<file path="config.mk">
export PLATFORM = sky130hd
export DESIGN_NAME = pio_capture_rx
export DESIGN_NICKNAME = d
export VERILOG_FILES = /design/src/rtl/pio_pkg.sv /design/src/rtl/pio_sync_fifo.sv /design/src/rtl/pio_capture_rx.sv
export SDC_FILE = /design/constraint.sdc
export NUM_CORES = 1
export LEC_CHECK = 0
export ABC_CLOCK_PERIOD_IN_PS = 4700
export BUFFER_PORTS_ARGS = -buffer_cell sky130_fd_sc_hd__buf_4
export CORE_MARGIN = 5
export CORE_UTILIZATION = 55
export DETAILED_ROUTE_END_ITERATION = 10
export GPL_TIMING_DRIVEN = 0
export PLACE_DENSITY = 0.74
export SLEW_MARGIN = 20
export SYNTH_ARGS = -nofsm -noshare
export SYNTH_HDL_FRONTEND = slang
export SYNTH_HIERARCHICAL = 1
export SYNTH_SLANG_ARGS = --single-unit
</file>
<file path="constraint.sdc">
create_clock -name clk -period 4.7 [get_ports clk]
set_clock_uncertainty 0.1 [all_clocks]
set_input_delay 0.235 -clock clk [delete_from_list [all_inputs] [get_ports clk]]
set_output_delay 0.235 -clock clk [all_outputs]
set_load 0.02 [all_outputs]
</file>
<file path="src/rtl/pio_pkg.sv">
// Shared constants, FIFO entry layout and sizing helper for the PIO capture receiver.
// Optional timestamp field is compiled in when PIO_CAPTURE_TSTAMP_EN is defined.
package pio_pkg;

    localparam int PIO_WIDTH      = 8;
    localparam int DEF_STABLE_CYC = 3;
    localparam int DEF_FIFO_DEPTH = 4;

`ifdef PIO_CAPTURE_TSTAMP_EN
    localparam int TSTAMP_W = 16;

    typedef struct packed {
        logic [PIO_WIDTH-1:0] data;
        logic [TSTAMP_W-1:0]  tstamp;
    } pio_entry_t;
`else
    typedef struct packed {
        logic [PIO_WIDTH-1:0] data;
    } pio_entry_t;
`endif

    // Entry count needs one bit more than the pointer to represent "full".
    function automatic int lvl_w(input int depth);
        return $clog2(depth) + 1;
    endfunction

endpackage

</file>
<file path="src/rtl/pio_sync_fifo.sv">
// Single-clock FIFO with a registered head word that falls through on the first push.
// Reports a drop when a push meets a full FIFO without a simultaneous pop.
module pio_sync_fifo
    import pio_pkg::*;
#(
    parameter int DW    = PIO_WIDTH,
    parameter int DEPTH = DEF_FIFO_DEPTH
) (
    input  logic                  clk,
    input  logic                  rst,
    input  logic                  push,
    input  logic [DW-1:0]         din,
    input  logic                  pop,
    output logic [DW-1:0]         dout,
    output logic                  empty,
    output logic                  full,
    output logic [$clog2(DEPTH):0] level,
    output logic                  drop
);

    localparam int AW = $clog2(DEPTH);
    localparam int LW = lvl_w(DEPTH);

    logic [DW-1:0] mem_q [DEPTH];
    logic [AW-1:0] wr_ptr_q, wr_ptr_d;
    logic [AW-1:0] rd_ptr_q, rd_ptr_d;
    logic [AW-1:0] rd_ptr_nxt;
    logic [LW-1:0] level_q, level_d;
    logic [DW-1:0] head_q, head_d;
    logic          push_ok;
    logic          pop_ok;

    assign empty      = (level_q == '0);
    assign full       = (level_q == LW'(DEPTH));
    assign rd_ptr_nxt = rd_ptr_q + AW'(1);
    assign pop_ok     = pop && !empty;
    assign push_ok    = push && (!full || pop_ok);
    assign drop       = push && !push_ok;
    assign dout       = head_q;
    assign level      = level_q;

    always_comb begin
        wr_ptr_d = wr_ptr_q;
        rd_ptr_d = rd_ptr_q;
        level_d  = level_q;
        head_d   = head_q;
        if (push_ok) begin
            wr_ptr_d = wr_ptr_q + AW'(1);
        end
        if (pop_ok) begin
            rd_ptr_d = rd_ptr_nxt;
        end
        case ({push_ok, pop_ok})
            2'b10:   level_d = level_q + LW'(1);
            2'b01:   level_d = level_q - LW'(1);
            default: level_d = level_q;
        endcase
        // Head reloads from the incoming word when it would otherwise be the only entry.
        if (empty) begin
            if (push_ok) begin
                head_d = din;
            end
        end else if (pop_ok) begin
            if (level_q == LW'(1)) begin
                if (push_ok) begin
                    head_d = din;
                end
            end else begin
                head_d = mem_q[rd_ptr_nxt];
            end
        end
    end

    always_ff @(posedge clk) begin
        if (push_ok) begin
            mem_q[wr_ptr_q] <= din;
        end
    end

    always_ff @(posedge clk or posedge rst) begin
        if (rst) begin
            wr_ptr_q <= '0;
            rd_ptr_q <= '0;
            level_q  <= '0;
            head_q   <= '0;
        end else begin
            wr_ptr_q <= wr_ptr_d;
            rd_ptr_q <= rd_ptr_d;
            level_q  <= level_d;
            head_q   <= head_d;
        end
    end

endmodule

</file>
<file path="src/rtl/pio_capture_rx.sv">
// Synchronizes the parallel PIO bus, qualifies stable new words and queues them for a valid/ready consumer.
// Define PIO_CAPTURE_TSTAMP_EN to attach a 16-bit cycle timestamp (out_tstamp) to every captured word.
module pio_capture_rx
    import pio_pkg::*;
#(
    parameter int WIDTH      = PIO_WIDTH,
    parameter int STABLE_CYC = DEF_STABLE_CYC,
    parameter int FIFO_DEPTH = DEF_FIFO_DEPTH
) (
    input  logic                             clk,
    input  logic                             rst,
    input  logic [WIDTH-1:0]                 pio_in,
    input  logic                             pio_en,
    output logic [WIDTH-1:0]                 out_data,
    output logic                             out_valid,
    input  logic                             out_ready,
    output logic [lvl_w(FIFO_DEPTH)-1:0]     fifo_level,
    output logic                             overflow,
    input  logic                             ovf_clr
`ifdef PIO_CAPTURE_TSTAMP_EN
    ,
    output logic [15:0]                      out_tstamp
`endif
);

    localparam logic [3:0] STAB_LAST = 4'(STABLE_CYC - 1);

`ifdef PIO_CAPTURE_TSTAMP_EN
    localparam int ENTRY_W = WIDTH + TSTAMP_W;
`else
    localparam int ENTRY_W = WIDTH;
`endif

    logic [WIDTH-1:0]   sync1_q;
    logic [WIDTH-1:0]   sync2_q;
    logic [WIDTH-1:0]   prev_q;
    logic [WIDTH-1:0]   last_acc_q, last_acc_d;
    logic [3:0]         stab_cnt_q, stab_cnt_d;
    logic               overflow_q, overflow_d;
    logic               accept;
    logic               pop;
    logic               fifo_empty;
    logic               fifo_full;
    logic               fifo_drop;
    logic [ENTRY_W-1:0] wr_entry;
    logic [ENTRY_W-1:0] rd_entry;

    // A fresh accept fires on the edge that would bring the count up to STABLE_CYC.
    always_comb begin
        stab_cnt_d = '0;
        accept     = 1'b0;
        if (pio_en && (sync2_q != last_acc_q) && (sync2_q == prev_q)) begin
            if (stab_cnt_q == STAB_LAST) begin
                accept = 1'b1;
            end else begin
                stab_cnt_d = stab_cnt_q + 4'd1;
            end
        end
    end

    assign last_acc_d = accept ? sync2_q : last_acc_q;
    assign overflow_d = fifo_drop | (overflow_q & ~ovf_clr);
    assign pop        = out_valid && out_ready;

    always_ff @(posedge clk or posedge rst) begin
        if (rst) begin
            sync1_q    <= '0;
            sync2_q    <= '0;
            prev_q     <= '0;
            last_acc_q <= '0;
            stab_cnt_q <= '0;
            overflow_q <= 1'b0;
        end else begin
            sync1_q    <= pio_in;
            sync2_q    <= sync1_q;
            prev_q     <= sync2_q;
            last_acc_q <= last_acc_d;
            stab_cnt_q <= stab_cnt_d;
            overflow_q <= overflow_d;
        end
    end

`ifdef PIO_CAPTURE_TSTAMP_EN
    logic [TSTAMP_W-1:0] tstamp_q;

    always_ff @(posedge clk or posedge rst) begin
        if (rst) begin
            tstamp_q <= '0;
        end else begin
            tstamp_q <= tstamp_q + TSTAMP_W'(1);
        end
    end

    assign wr_entry   = {sync2_q, tstamp_q};
    assign out_data   = rd_entry[ENTRY_W-1 -: WIDTH];
    assign out_tstamp = rd_entry[TSTAMP_W-1:0];
`else
    assign wr_entry = sync2_q;
    assign out_data = rd_entry;
`endif

    pio_sync_fifo #(
        .DW    (ENTRY_W),
        .DEPTH (FIFO_DEPTH)
    ) u_fifo (
        .clk   (clk),
        .rst   (rst),
        .push  (accept),
        .din   (wr_entry),
        .pop   (pop),
        .dout  (rd_entry),
        .empty (fifo_empty),
        .full  (fifo_full),
        .level (fifo_level),
        .drop  (fifo_drop)
    );

    assign out_valid = !fifo_empty;
    assign overflow  = overflow_q;

endmodule

</file>
[Word level (Yosys, flattened, before mapping)]
Memory sizes are Yosys's and may differ from the RTL's.
Cells that the tools add are included.
Storage, ports and cells
  register bits after elaboration: 52
  RAM bits: 32
  input port bits: 13
  output and inout bits: 13
  word-level logic and storage cells: 50
  memories: 1
Operators by class
  $add $sub $neg: 5
  equality and inequality tests: 7
  mux-type cells: 11
  bitwise gates (word level): 3
  reduce and logical (&&, ||, !) cells: 13
Memories
  u_fifo.mem_q: depth 4, width 8, read ports 1, clocked after Yosys merged registers in 0, wr ports 1, RTL line pio_sync_fifo.sv:24  | logic [DW-1:0] mem_q [DEPTH];
Operators with widths (count)
  two-way mux 8 bit: 4
  == test 8 bit: 1
  two-way mux 4 bit: 2
  != test 8 bit: 1
  logical AND 1 bit: 6
  case mux 3 bit (2 select lines): 1
  adder 2 x 1 -> 2 bit, second input constant: 2
  adder 4 x 1 -> 4 bit, second input constant: 1
  == test 4 x 2 -> 1 bit, second input constant: 1
  two-way mux 1 bit: 4
  nonzero test 2 bit: 2
  adder 3 x 1 -> 3 bit, second input constant: 1
  == test 3 x 1 -> 1 bit, second input constant: 1
  == test 3 bit, second input constant: 1
  logical NOT 1 bit: 3
  logical NOT 3 bit: 1
  subtractor 3 x 1 -> 3 bit, second input constant: 1
  == test 2 x 1 -> 1 bit, second input constant: 1
  == test 2 bit, second input constant: 1
  AND 1 bit: 1
  logical OR 1 bit: 1
  inverter 1 bit: 1
  OR 1 bit: 1

[Depth between registers and ports, before layout]
Gate-level depths: netlist of the first run.
  depth after elaboration: 10
  mapped depth: 10
  gate-level depth less buffers: 9

[Modules after synthesis]
The synthesis of the first run kept the hierarchy.
Modules (own cells, without submodules)
  pio_sync_fifo: times used 1, cells each 139, area each 2114.5 um^2, seq. area each 1336.3 um^2
  pio_capture_rx: times used 1, cells each 87, area each 1337.5 um^2, seq. area each 925.9 um^2

[Worst setup path before layout of the first run]
Ideal clock, no wire load.
  kind: register to register
  from: reg sync2_q[6]
  to: mem u_fifo/mem_q[0][0] in the netlist's numbering, enable pin
  setup time: 332 ps
  arrival: 2235 ps
  required time: 4268 ps
  setup slack: 2034 ps
  stages on the path, launching flop included: 9
  buffers on the path: 1
  period minus slack after synthesis: 2666 ps
  cells stage by stage: dfrtp_1 > xnor2_1 > nand3_1 > a2111oi_4 > nand3_4 > inv_2 > clkbuf_1 > o21a_1 > and2_1
Between the ends
  longest elaborated chain between the ends: 7
  elaborated cells between the ends (all ways): 8
  those cells by class: 2 x eq/ne; 3 x mux; 3 x reduce/logical
RTL lines
  start: declaration: RTL line pio_capture_rx.sv:35  | logic [WIDTH-1:0] sync2_q;
  start signal: assignment: RTL line pio_capture_rx.sv:75  | sync2_q <= sync1_q;
  != test 8 bit: RTL line pio_capture_rx.sv:52  | if (pio_en && (sync2_q != last_acc_q) && (sync2_q == prev_q)) begin
  logical AND 1 bit: RTL line pio_capture_rx.sv:52
  logical AND 1 bit (*): RTL line pio_capture_rx.sv:52
  two-way mux 1 bit (*): RTL line pio_capture_rx.sv:52
  via accept: RTL line pio_capture_rx.sv:40  | logic accept;
  logical AND 1 bit (*): RTL line pio_sync_fifo.sv:37  | assign push_ok = push && (!full || pop_ok);
  two-way mux 1 bit (*): RTL line pio_sync_fifo.sv:75  | if (push_ok) begin
  two-way mux 1 bit (not written as such) (*): RTL line pio_sync_fifo.sv:76  | mem_q[wr_ptr_q] <= din;
  end: declaration: RTL line pio_sync_fifo.sv:24
Mark *: on every way through the listed nets, which the timed path passes. The rest lies on a longest branch.

[Worst setup path after layout of the first run]
  from: reg sync2_q[5]
  to: mem u_fifo/mem_q[1][5] in the netlist's numbering, enable pin
The elaborated chain is that of the path after synthesis.

==> qor.csv, run 1 <==
stage,metric,value,unit
timing,drv_slew,0,
layout,finish.utilization,66.4,%
placed_design,hpwl,3840,µm
synthesis,netlist_area,0.00345,mm²
layout,antenna_cells,0,
critical_path,endpoint,u_fifo/mem_q[1][5],
critical_path,path_max_fanout,10,
layout,area_growth,16.1,%
pwr,power_leakage,1.66,nW
floorplan,rows,28,
placed_design,io_buffers,25,
clock_network,cts.path.max_buffers,2,
global_route,globalRouteOverflowTotal,0,
placed_design,gp_congestion,0.747,
critical_path,crit_buf_inv,2,
route,drt-initial-drc-count,78,
timing,relSlewSlack,52.9,%
critical_path,r2r_cells,8,
route,vias,1921,
critical_path,worstSetupEndpointType,register,
floorplan,start_util,57.2,%
synthesis,ys_warn_count,6,
synthesis,syn_nets,248,
timing,rsz0062_at_grt,false,
pwr,peakVddDrop,0.301,mV
route,routed_wl,5690,µm
floorplan,io-pin-count,26,
critical_path,reg2reg_from,sync2_q[5],
critical_path,required,4.59,ns
critical_path,crit_path_top_delay_cell,dfrtp_1,
pwr,power.density,485,mW/mm²
clock_network,cts-buffers-inserted,9,
synthesis,syn_inst,225,
global_route,antenna_found_initial,0,
timing,fmax,0.304,GHz
floorplan,core-area,0.00603,mm²
route,wire_per_inst,16.2,µm
global_route,grt_max_degree,38,
global_route,grt.total_usage,16.3,%
route,drtPass1Iterations,4,
floorplan,die_height,89.2,µm
clock_network,clk_pin_slew_worst_paths,0.08,ns
clock_network,cts_sinks,84,
critical_path,cp_data_arrival_time,3.18,ns
timing,finalSetupViolations,0,
critical_path,crit_start,sync2_q[5],
global_route,grt_pass1_wl,9520,µm
critical_path,path_delay_family,compound AO/OA/AOI/OAI gates,
critical_path,cp_cell_sequence,xor2_1 -> nor4_1 -> a2111oi_4 -> nand3_4 -> inv_2 -> clkbuf_1 -> o21a_1 -> and2_1,
job,max_cap_viol_count,0,
timing,hold_viol,0,
route,antenna_left,0,
critical_path,critPathKind,register to register,
floorplan,die_area,0.00795,mm²
critical_path,rrSetupSlack,1.41,ns
global_route,grt_pass1_vias,1919,
critical_path,critPathMaxStageDelay,0.57,ns
timing,post-route-min-period,3.29,ns
clock_network,htreeDepth,3,
timing,fin_tns_setup,0,ns
worst_hold_path,hp-class,input port to register,
clock_network,clk_latency,0.34,ns
route,vias_per_cell,5.49,
synthesis,syn_avg_cell_area,15.3,µm²
run_status,status,completed,
timing,worstMarginPinSlew,0.705,ns
critical_path,start_kind,register,
clock_network,postCtsSetupBuffers,0,
layout,final_layout_size_suffix_gt1_share,19.6,%
floorplan,die_w,89.2,µm
layout,nets,293,
route,drc,0,
clock_network,cts_tree,built,
critical_path,timing.rr.end,u_fifo/mem_q[1][5],
timing,period_share,70.0,%
critical_path,cp.depth,8,
clock_network,cts_root_buf,clkbuf_8,
-- worst min path at each step --
stage | end | cells after the start | from
2_1_floorplan | u_fifo/dout[0] | 1 | rst
3_3_place_gp | sync2_q[4] | 0 | sync1_q[4]
3_5_place_dp | sync2_q[0] | 0 | sync1_q[0]
4_1_cts | overflow | 3 | ovf_clr
5_1_grt | overflow | 3 | ovf_clr
6_report | overflow | 3 | ovf_clr
-- cell usage in the layout (no fill, tap or decap), types with 6 or more instances in the layout --
cell	instances
nand2_1	7
clkbuf_8	9
dfrtp_1	52
xnor2_1	14
mux4_2	7
o221a_1	7
xor2_1	8
or2_0	6
ha_1	10
mux2_1	8
edfxtp_1	32
inv_1	8
buf_4	25
dlygate4sd3_1	9
-- timing repair --
action / 4_1_cts / 5_1_grt
hold buffers: 9 / 0
endpoints found under the hold margin: 60 / 0
gates resized for setup: 0 / 0
-- area by class of cell --
class / count / area [µm²]
flip-flops and latches: 84 / 2260
plain buffers: 6 / 33.8
well taps: 75 / 93.8
multi-input cells: 125 / 1110
repair buffers: 34 / 278
fillers: 437 / 2020
clock buffers: 12 / 135
inverters: 10 / 37.5
clock inverters: 4 / 47.5
-- per-stage QoR --
stage / power, W / instance area (µm²) / hold WS, ns / setup slack (ns) / instances
finish: 0.00194 / 4000 / 0.0782 / 1.41 / 350
global route: 0.00206 / 4000 / 0.0665 / 1.12 / 350
CTS: 0.00196 / 4000 / 0.0675 / 1.35 / 350
detailed placement: 0.00147 / 3730 / 0.235 / 1.36 / 325
global placement: 0.00146 / 3730 / 0.231 / 1.43 / 325
floorplan: 0.00129 / 3450 / 0.0365 / 2.03 / 225
-- worst min-delay path: stages --
cell and delay, ns:
buf_4 0.11, inv_1 0.04, a21o_1 0.10
-- sequential cells by signal (all words and copies together) (netlist names) --
| name | flops |
|---|---|
| stab_cnt_q | 4 |
| u_fifo/wr_ptr_q | 2 |
| sync1_q | 8 |
| last_acc_q | 8 |
| u_fifo/level | 3 |
| u_fifo/rd_ptr_q | 2 |
| overflow | 1 |
| prev_q | 8 |
| sync2_q | 8 |
| u_fifo/mem_q | 32 |
| u_fifo/dout | 8 |
-- layer usage --
metal | routed length (µm) | vias to the layer above | global-route usage, %
met4 | 79 | 0 | 6.36
met3 | 203 | 8 | 3.87
li1 | - | 899 | -
met5 | 0 | - | 0
met1 | 2530 | 980 | 22.0
met2 | 2870 | 34 | 25.7
-- report_power, final --
group / switching [W] / internal [W] / leakage, nW
clock: 0.000243 / 0.000246 / 0.0952
combinational: 0.000288 / 0.000278 / 0.650
sequential: 0.0000586 / 0.000829 / 0.915
Note: power is estimated with default switching activity, not from simulation.
==> run 2: changes to the inputs <==
--- a/config.mk
+++ b/config.mk
@@ -5,10 +5,10 @@
 export SDC_FILE = /design/constraint.sdc
 export NUM_CORES = 1
 export LEC_CHECK = 0
-export ABC_CLOCK_PERIOD_IN_PS = 4700
+export ABC_CLOCK_PERIOD_IN_PS = 2900
 export BUFFER_PORTS_ARGS = -buffer_cell sky130_fd_sc_hd__buf_4
 export CORE_MARGIN = 5
-export CORE_UTILIZATION = 55
+export CORE_UTILIZATION = 53
 export DETAILED_ROUTE_END_ITERATION = 10
 export GPL_TIMING_DRIVEN = 0
 export PLACE_DENSITY = 0.74
==> constraint.sdc (replaced) <==
create_clock -name clk -period 2.9 [get_ports clk]
set_clock_uncertainty 0.1 [all_clocks]
set_input_delay 0.145 -clock clk [delete_from_list [all_inputs] [get_ports clk]]
set_output_delay 0.145 -clock clk [all_outputs]
set_load 0.02 [all_outputs]
==> qor.csv, run 2 (synthesized netlist as in run 1, its figures left out) <==
stage,metric,value,unit
pwr,sw_frac_of_total,31.5,%
clock_network,htreeDepth,3,
route,wire_per_inst,15.8,µm
route,drtPass1Iterations,4,
pwr,pwr-share-comb,29.3,%
layout,regMostFlops,u_fifo/mem_q,
worst_hold_path,hp-class,input port to register,
global_route,grt.total_usage,14.7,%
global_route,grt_pass1_vias,1964,
clock_network,cts_root_buf,clkbuf_8,
pwr,p_int,0.00211,W
critical_path,reg2reg_from,sync2_q[6],
timing,fin_tns_setup,0,ns
placed_design,hpwl,3680,µm
critical_path,required,2.85,ns
floorplan,core-area,0.00635,mm²
route,antenna_left,0,
layout,finish.utilization,63.8,%
clock_network,cts_sinks,84,
floorplan,rows,29,
critical_path,cp_data_arrival_time,2.65,ns
floorplan,io-pin-count,26,
timing,worstMarginPinSlew,0.722,ns
critical_path,start_kind,register,
run_status,status,completed,
floorplan,die_w,90.7,µm
route,drc,0,
timing,finalSetupViolations,0,
clock_network,cts-buffers-inserted,9,
layout,area_growth,17.6,%
layout,fill_cells,449,
critical_path,crit_start,sync2_q[6],
pwr,p_switching,0.000972,W
critical_path,path_max_fanout,10,
layout,final_cell_mix,"dfrtp_1, edfxtp_1, buf_4, xnor2_1",
floorplan,die_area,0.00822,mm²
pwr,peakVddDrop,0.585,mV
pwr,p_seq_share,46.7,%
clock_network,clk_latency,0.35,ns
floorplan,die_height,90.7,µm
global_route,grt_pass1_wl,9490,µm
pwr,clockPowerShare,23.9,%
floorplan,start_util,54.3,%
route,routed_wl,5610,µm
route,vias,1894,
timing,drv_slew,0,
critical_path,worstSetupEndpointType,register,
pwr,power.density,760,mW/mm²
global_route,antenna_found_initial,0,
layout,final_layout_size_suffix_gt1_share,26.2,%
clock_network,cts_tree,built,
placed_design,io_buffers,25,
clock_network,cts.path.max_buffers,2,
timing,period_share,93.3,%
layout,largest_register_ffs,32,
placed_design,gp_congestion,0.745,
clock_network,clk_pin_slew_worst_paths,0.09,ns
timing,relSlewSlack,51.8,%
timing,post-route-min-period,2.71,ns
route,vias_per_cell,5.32,
route,drt-initial-drc-count,103,
layout,nets,297,
critical_path,critPathKind,register to register,
worst_hold_path,hold_path_startpoint,pio_en,
timing,hold_viol,0,
global_route,globalRouteOverflowTotal,0,
job,max_cap_viol_count,0,
timing,rsz0062_at_grt,false,
layout,antenna_cells,0,
timing,fmax,0.370,GHz
global_route,grt_max_degree,38,
pwr,power_leakage,1.67,nW
layout,final_common_cell,dfrtp_1,
==> run 2: per-layer routing <==
metal | global-route usage (%) | vias to the layer above | part of all wire [%]
li1 | - | 909 | -
met1 | 19.3 | 939 | 45
met2 | 23.3 | 38 | 49
met3 | 3.50 | 8 | 4.3
met4 | 6.70 | 0 | 1.5
met5 | 0 | - | 0
==> run 2: area by class of cell <==
cell class / instances / area [µm²] / share of cell area [%]
Buffer: 6 / 35.0 / 0.864
Clock buffer: 9 / 124 / 3.06
Clock inverter: 7 / 51.3 / 1.27
Inverter: 10 / 40.0 / 0.988
Multi-Input combinational cell: 125 / 1130 / 27.8
Sequential cell: 84 / 2270 / 56.0
Tap cell: 77 / 96.3 / 2.38
Timing Repair Buffer: 38 / 310 / 7.65
==> run 2: worst paths after layout <==
check	to	slack, ns	cells past startpoint
max	u_fifo/mem_q[2][5]	0.19	8
min	stab_cnt_q[3]	0.15	4
max reg2reg	u_fifo/mem_q[2][5]	0.19	8
min reg2reg	sync2_q[4]	0.25	0
max in group asynchronous	sync2_q[7]	1.81	3
min in group asynchronous	u_fifo/level[1]	0.33	3
==> run 2: through the flow <==
step | setup WS [ns] | std cells | total power, W | cell area (µm²) | hold slack [ns]
after floorplan | 0.234 | 225 | 0.00210 | 3450 | -0.0535
after global placement | -0.330 | 327 | 0.00236 | 3730 | 0.155
after detailed placement | -0.364 | 327 | 0.00237 | 3730 | 0.156
final | 0.194 | 356 | 0.00308 | 4050 | 0.149
after CTS | 0.00977 | 353 | 0.00312 | 4020 | 0.117
after global routing | 0.0590 | 356 | 0.00328 | 4050 | 0.169
==> run 2: timing repair <==
| item | 4_1_cts | 5_1_grt |
|---|---|---|
| hold buffers | 10 | 0 |
| endpoints found under the setup margin | 32 | 39 |
| setup buffers | 0 | 3 |
| resized for setup | 10 | 8 |
| pin swaps | 0 | 2 |
| hold endpoints to repair | 61 | 0 |
==> run 2: critical path, stage by stage (launching register included) <==
cell and delay, ns:
dfrtp_2 0.49, xnor2_1 0.19, nand3_1 0.14, a2111oi_4 0.47, nand3_4 0.16, inv_4 0.14, clkbuf_2 0.22, o21a_2 0.24
and2_4 0.25
==> run 2: power groups by stage <==
| stage | logic [W] | registers (W) | clock network, W |
|---|---|---|---|
| floorplan | 0.000563 | 0.00153 | 0 |
| global placement | 0.000892 | 0.00146 | 0 |
| detailed placement | 0.000907 | 0.00147 | 0 |
| CTS | 0.000920 | 0.00144 | 0.000759 |
| global route | 0.000998 | 0.00146 | 0.000823 |
| finish | 0.000903 | 0.00144 | 0.000737 |
